### config.mk
export PLATFORM = sky130hd
export DESIGN_NAME = raymarch_scheduler
export DESIGN_NICKNAME = d
export VERILOG_FILES = /design/src/rtl/raymarch_scheduler.sv
export SDC_FILE = /design/constraint.sdc
export NUM_CORES = 1
export LEC_CHECK = 0
export BUFFER_PORTS_ARGS = -buffer_cell sky130_fd_sc_hd__buf_4
export CAP_MARGIN = 30
export CORE_ASPECT_RATIO = 1.5
export CORE_MARGIN = 2
export CORE_UTILIZATION = 25
export DETAILED_ROUTE_END_ITERATION = 12
export GPL_TIMING_DRIVEN = 0
export PLACE_DENSITY_LB_ADDON = 0.3
export SYNTH_ARGS = -nofsm -noshare
export SYNTH_HDL_FRONTEND = slang
export SYNTH_SLANG_ARGS = --single-unit
### constraint.sdc
create_clock -name clk_in -period 3.8 [get_ports clk_in]
set_input_delay 0.76 -clock clk_in [delete_from_list [all_inputs] [get_ports clk_in]]
set_output_delay 0.76 -clock clk_in [all_outputs]
set_load 0.02 [all_outputs]
### src/rtl/raymarch_scheduler.sv
// Frame scheduler for a pool of raymarcher cores.
// Walks the frame in raster order handing pixels to idle cores, captures
// each core's result pulse into a per-core slot, and drains the slots
// round-robin onto the single frame-buffer write port.
module raymarch_scheduler #(
  parameter int WIDTH     = 1280,
  parameter int HEIGHT    = 720,
  parameter int NUM_CORES = 4
) (
  input  logic                                  clk_in,
  input  logic                                  rst_in,
  input  logic                                  frame_start_in,
  output logic                                  frame_done_out,
  output logic                                  cam_latch_out,
  output logic [31:0]                           frame_count_out,
  output logic [NUM_CORES-1:0]                  core_start_out,
  output logic [$clog2(WIDTH)-1:0]              pix_x_out,
  output logic [$clog2(HEIGHT)-1:0]             pix_y_out,
  input  logic [NUM_CORES-1:0]                  core_done_in,
  input  logic [8*NUM_CORES-1:0]                core_color_in,
  input  logic [$clog2(WIDTH)*NUM_CORES-1:0]    core_x_in,
  input  logic [$clog2(HEIGHT)*NUM_CORES-1:0]   core_y_in,
  output logic                                  fb_we_out,
  output logic [$clog2(WIDTH*HEIGHT)-1:0]       fb_addr_out,
  output logic [7:0]                            fb_color_out
);

  localparam int XW = $clog2(WIDTH);
  localparam int YW = $clog2(HEIGHT);
  localparam int AW = $clog2(WIDTH*HEIGHT);
  localparam int RW = (NUM_CORES > 1) ? $clog2(NUM_CORES) : 1;

  typedef enum logic [1:0] {
    IDLE,
    LATCH,
    DISPATCH,
    DRAIN
  } state_t;

  state_t state, next_state;

  logic [XW-1:0]        ptr_x;
  logic [YW-1:0]        ptr_y;
  logic [NUM_CORES-1:0] busy;
  logic [NUM_CORES-1:0] slot_full;
  logic [NUM_CORES-1:0] capture;
  logic [NUM_CORES-1:0] grant_vec;
  logic [7:0]           slot_color [NUM_CORES];
  logic [XW-1:0]        slot_x     [NUM_CORES];
  logic [YW-1:0]        slot_y     [NUM_CORES];
  logic [RW-1:0]        rr_ptr;
  logic [RW-1:0]        grant_idx;
  logic [RW-1:0]        sel_idx;
  logic                 grant_found;
  logic                 sel_found;
  logic                 last_pixel;
  logic                 drain_empty;

  assign capture     = core_done_in & busy;
  assign last_pixel  = (ptr_x == XW'(WIDTH-1)) && (ptr_y == YW'(HEIGHT-1));
  assign drain_empty = (busy == '0) && (slot_full == '0) && !fb_we_out;
  assign pix_x_out   = ptr_x;
  assign pix_y_out   = ptr_y;

  // Pick the lowest-index core that is neither running nor holding a result.
  always_comb begin
    sel_found = 1'b0;
    sel_idx   = '0;
    for (int i = NUM_CORES-1; i >= 0; i--) begin
      if (!busy[i] && !slot_full[i]) begin
        sel_found = 1'b1;
        sel_idx   = RW'(i);
      end
    end
  end

  // Round-robin search over full result slots, starting after the last winner.
  always_comb begin
    logic [RW-1:0] cand;
    cand        = '0;
    grant_found = 1'b0;
    grant_idx   = '0;
    for (int k = 0; k < NUM_CORES; k++) begin
      cand = RW'((int'(rr_ptr) + k) % NUM_CORES);
      if (!grant_found && slot_full[cand]) begin
        grant_found = 1'b1;
        grant_idx   = cand;
      end
    end
    grant_vec = grant_found ? (NUM_CORES'(1) << grant_idx) : '0;
  end

  // Frame sequencing: next state plus the state-decoded control outputs.
  always_comb begin
    next_state     = state;
    frame_done_out = 1'b0;
    cam_latch_out  = 1'b0;
    core_start_out = '0;
    case (state)
      IDLE: begin
        frame_done_out = 1'b1;
        if (frame_start_in) next_state = LATCH;
      end
      LATCH: begin
        cam_latch_out = 1'b1;
        next_state    = DISPATCH;
      end
      DISPATCH: begin
        if (sel_found) begin
          core_start_out = NUM_CORES'(1) << sel_idx;
          if (last_pixel) next_state = DRAIN;
        end
      end
      DRAIN: begin
        if (drain_empty) next_state = IDLE;
      end
      default: next_state = IDLE;
    endcase
  end

  // State register.
  always_ff @(posedge clk_in) begin
    if (rst_in) state <= IDLE;
    else        state <= next_state;
  end

  // Raster-order dispatch pointer, rewound at the start of every frame.
  always_ff @(posedge clk_in) begin
    if (rst_in || state == LATCH) begin
      ptr_x <= '0;
      ptr_y <= '0;
    end else if (core_start_out != '0) begin
      if (ptr_x == XW'(WIDTH-1)) begin
        ptr_x <= '0;
        ptr_y <= (ptr_y == YW'(HEIGHT-1)) ? '0 : ptr_y + 1'b1;
      end else begin
        ptr_x <= ptr_x + 1'b1;
      end
    end
  end

  // Completed-frame counter, bumped only when a frame drains out normally.
  always_ff @(posedge clk_in) begin
    if (rst_in)                                      frame_count_out <= '0;
    else if (state == DRAIN && next_state == IDLE)   frame_count_out <= frame_count_out + 1'b1;
  end

  // Per-core busy and slot-occupancy flags.
  always_ff @(posedge clk_in) begin
    if (rst_in) begin
      busy      <= '0;
      slot_full <= '0;
    end else begin
      busy      <= (busy & ~capture) | core_start_out;
      slot_full <= (slot_full & ~grant_vec) | capture;
    end
  end

  // Result slot payload, loaded whenever a running core reports.
  always_ff @(posedge clk_in) begin
    if (rst_in) begin
      for (int i = 0; i < NUM_CORES; i++) begin
        slot_color[i] <= '0;
        slot_x[i]     <= '0;
        slot_y[i]     <= '0;
      end
    end else begin
      for (int i = 0; i < NUM_CORES; i++) begin
        if (capture[i]) begin
          slot_color[i] <= core_color_in[8*i +: 8];
          slot_x[i]     <= core_x_in[XW*i +: XW];
          slot_y[i]     <= core_y_in[YW*i +: YW];
        end
      end
    end
  end

  // Registered frame-buffer write of the granted slot.
  always_ff @(posedge clk_in) begin
    if (rst_in) begin
      fb_we_out    <= 1'b0;
      fb_addr_out  <= '0;
      fb_color_out <= '0;
      rr_ptr       <= '0;
    end else begin
      fb_we_out <= grant_found;
      if (grant_found) begin
        fb_addr_out  <= AW'(slot_x[grant_idx]) + AW'(WIDTH) * AW'(slot_y[grant_idx]);
        fb_color_out <= slot_color[grant_idx];
        rr_ptr       <= (grant_idx == RW'(NUM_CORES-1)) ? '0 : grant_idx + 1'b1;
      end
    end
  end

endmodule

==> reports/summary.log <==
[status] status finished with violations
[status] failing checks setup timing
[sta] Final setup viols 1
[sta] post-layout min period 3.81 ns
[logic_synthesis] count of mapped cells out of synthesis 963
[power] Worst VDD drop 0.283 mV
[placed_design] Placed Cells 1673
[setup_path] worst path cell trace inv_4, nor2_1, o32a_1, buf_6, inv_8, buf_8, buf_8, nand2_4, a31oi_4, ha_4, ha_4, fa_2, nand3_4, a21oi_4, o31a_1, a21o_1, nor4_2, xnor3_1, o21a_1
[cts] TritonCTS Buffers 23
[global_route] grt ovf 0
[logic_synthesis] count of cell types in the netlist 57
[final_layout] count of nets after finishing 1370
[placed_design] routability-driven placement congestion ratio 0.797
[worst_hold_path] class of the worst hold path flop to flop
[cts] TritonCTS clock tree built
[sta] slew of the pin with the lowest slew margin 0.905 ns
[final_layout] final core utilization 0.345
[sta] post-layout worst setup margin -0.0123 ns
[sta] RSZ-0062 raised after global routing true
[route] average wire per cell in the routed design 17.6 um
[final_layout] share of cells above drive strength 1 0.284
[worst_hold_path] origin of the worst min-delay path fb_addr_out[7]$_SDFFE_PP0P_
[setup_path] data required time at the worst endpoint 4.22 ns
[setup_path] largest stage delay on the critical path 0.38 ns
[floorplan] Die Area 41100 um2
[power] power density over the cells 376 nW/um2
[floorplan] Die Height 247 um
[sta] Final period util 1.00
[flow_run] Max Cap Viol 0
[cts] Max Root-Sink Buffers 3
[logic_synthesis] Syn Nets 1114
[logic_synthesis] register bit total from synthesis 210
[route] antenna-violating nets left 0
[global_route] GRT Util Overall 0.145
[cts] Reg clk slew, reported paths 0.06 ns
[sta] worst slew margin relative to its limit 0.397
[floorplan] horizontal extent of the die 166 um
[global_route] pin count of the biggest net entering global routing 30
[route] wire length after detailed routing 30600 um
[cts] number of sinks handled by clock tree synthesis 210
[global_route] initial antenna violation count 1
[setup_path] type of the worst setup path flop to flop
[route] DR DRC count 0
[floorplan] core area 39100 um2
[sta] total negative slack -0.0123 ns
[cts] number of levels in the clock H-tree 1
[sta] number of pins exceeding their max-slew limit in the final report 0
[placed_design] Port Buffer Count 210
[setup_path] critical path launch point slot_full[2]$_SDFF_PP0_
[final_layout] most frequent standard cell in the layout excluding fill and tap cells buf_4
[setup_path] R2R Path Start slot_full[2]$_SDFF_PP0_
[final_layout] Area growth, synth to finish 36.7%
[placed_design] DP HPWL 22700 um
[cts] source-to-sink clock delay at the later pin of the worst-skew pair 0.53 ns
[floorplan] standard-cell row count 89
[final_layout] cell area after layout 13500 um2
[sta] Max Freq 262 MHz
[route] count of TritonRoute iterations in the first routing pass 5
[setup_path] Worst Setup Start Kind flop
[logic_synthesis] register area share after synthesis 0.544
[setup_path] CP max FO 8
[setup_path] Critical Path Slowest Stage Cell fa_2
[route] total number of vias 7738
[logic_synthesis] Yosys warning count 0
[setup_path] endpoint type of the worst setup path flop
[cts] hold bufs inserted after CTS 0
[floorplan] number of primary I/O pins 211
[route] via count normalized by instance count 4.45
[sta] Layout Skew 0.00960 ns
[logic_synthesis] post-synthesis async set-or-reset flop share 0
[route] number of DRC markers after the initial detailed-route iteration 349
[sta] number of hold violations in the final report 0
[final_layout] leading cell types in the layout, fill and taps excluded 230 x buf_4, 134 x nand2_1, 118 x and2_1, 116 x edfxtp_1, 88 x dfxtp_1
[power] leakage power 0.00542 uW
[floorplan] starting utilization of the core area 0.252
[global_route] first-pass GRT wire length 45400 um
[final_layout] final std cells w/o fill 1737
[logic_synthesis] most used flip-flop cell after synthesis edfxtp_1
[global_route] via count of the first global-routing pass 7811
[logic_synthesis] Post-synth EDFFs 116
[placed_design] Placed Instance Area 12100 um2
[cts] CTS root buffer clkbuf_16
[logic_synthesis] mean post-synth cell area 10.2 um2
[setup_path] endpoint arrival time on the critical path 4.23 ns
[logic_synthesis] Cell Area, Synth 9860 um2
## path summary, 6_finish.rpt
| kind | to | depth (start not counted) | slack (ns) |
|---|---|---|---|
| setup reg to reg | fb_addr_out[19]$_SDFFE_PP0P_ | 19 | -0.01 |
| setup / recovery | fb_addr_out[19]$_SDFFE_PP0P_ | 19 | -0.01 |
| hold / removal | fb_addr_out[7]$_SDFFE_PP0P_ | 2 | 0.45 |
| hold reg to reg | fb_addr_out[7]$_SDFFE_PP0P_ | 2 | 0.45 |
## logic make-up after synthesis
kind of cell,share of synthesized area
buffers and inverters,0.0277
AO/OA/AOI/OAI,0.0621
XOR/XNOR,0.0432
flip-flops,0.544
multiplexers,0.0377
AND/OR/NAND/NOR,0.248
adder cells (fa/ha/maj),0.0371
## final cells by class
type,instances,area [um2]
well taps,500,626
fillers,4001,25600
inverters,19,81.3
plain buffers,44,300
flip-flops and latches,210,5380
multi-input cells,689,4610
clock inverters,6,32.5
diodes,1,2.50
repair buffers,232,1770
clock buffers,36,667
## routing by layer
metal	track usage	wire length, um
met4	0.0573	1150
met2	0.282	16600
met1	0.157	11700
met5	0	0
met3	0.0202	1270
## critical path: cells and delay by family (launching register included)
family / cells / cell delay, ns
AOI/OAI and AO/OA: 6 / 1.28
xor gates and xnor gates: 1 / 0.28
and+or+nand+nor: 4 / 0.43
adders and majority gates: 3 / 0.79
buffers and inverters: 5 / 0.55
DFF: 1 / 0.36
## metrics by stage
step | hold slack (ns) | setup slack [ns] | total power (uW)
after floorplan | 0.476 | 0.0193 | 2720
after global placement | 0.443 | -0.869 | 2920
after detailed placement | 0.449 | -0.872 | 2920
after CTS | 0.456 | -0.0452 | 5110
after global routing | 0.474 | -0.155 | 5250
final | 0.455 | -0.0123 | 5070
## sequential cells by signal, indices dropped and copies added, names as in the netlist
name,count
slot_x,44
slot_y,40
frame_count_out,32
slot_color,32
fb_addr_out,20
pix_x_out,11
pix_y_out,10
fb_color_out,8
busy,4
slot_full,4
rr_ptr,2
state,2
fb_we_out,1
## report_power, final
part | switching [uW] | total [uW] | internal (uW) | leakage [uW]
registers | 22.9 | 2470 | 2450 | 0.00196
clock network | 928 | 2130 | 1210 | 0.000347
logic | 241 | 464 | 223 | 0.00311
## synthesized netlist by cell type (6+ instances only)
master,number,area share
xnor2_1,19,0.017
or3_1,15,0.0095
and2_1,119,0.076
inv_1,19,0.0072
nand2b_1,12,0.0076
a21oi_1,47,0.024
nand2_1,138,0.053
ha_1,26,0.033
a211oi_1,6,0.0046
nor2b_1,8,0.0051
and3_1,20,0.013
xor2_1,27,0.024
mux2i_1,36,0.037
nand4_1,9,0.0057
nand3_1,38,0.019
a31oi_1,12,0.0076
nor3_1,9,0.0046
buf_2,8,0.0041
o21ai_0,18,0.0091
dfxtp_1,94,0.19
nor2_1,81,0.031
clkbuf_1,31,0.012
edfxtp_1,116,0.35
## timing repair
item | in CTS | in global routing
cloned | 1 | 0
gates resized for setup | 78 | 20
pin swaps | 13 | 13
setup buffers | 17 | 4
setup endpoints to repair | 7 | 4
Note: power is estimated with default switching activity, not from simulation.
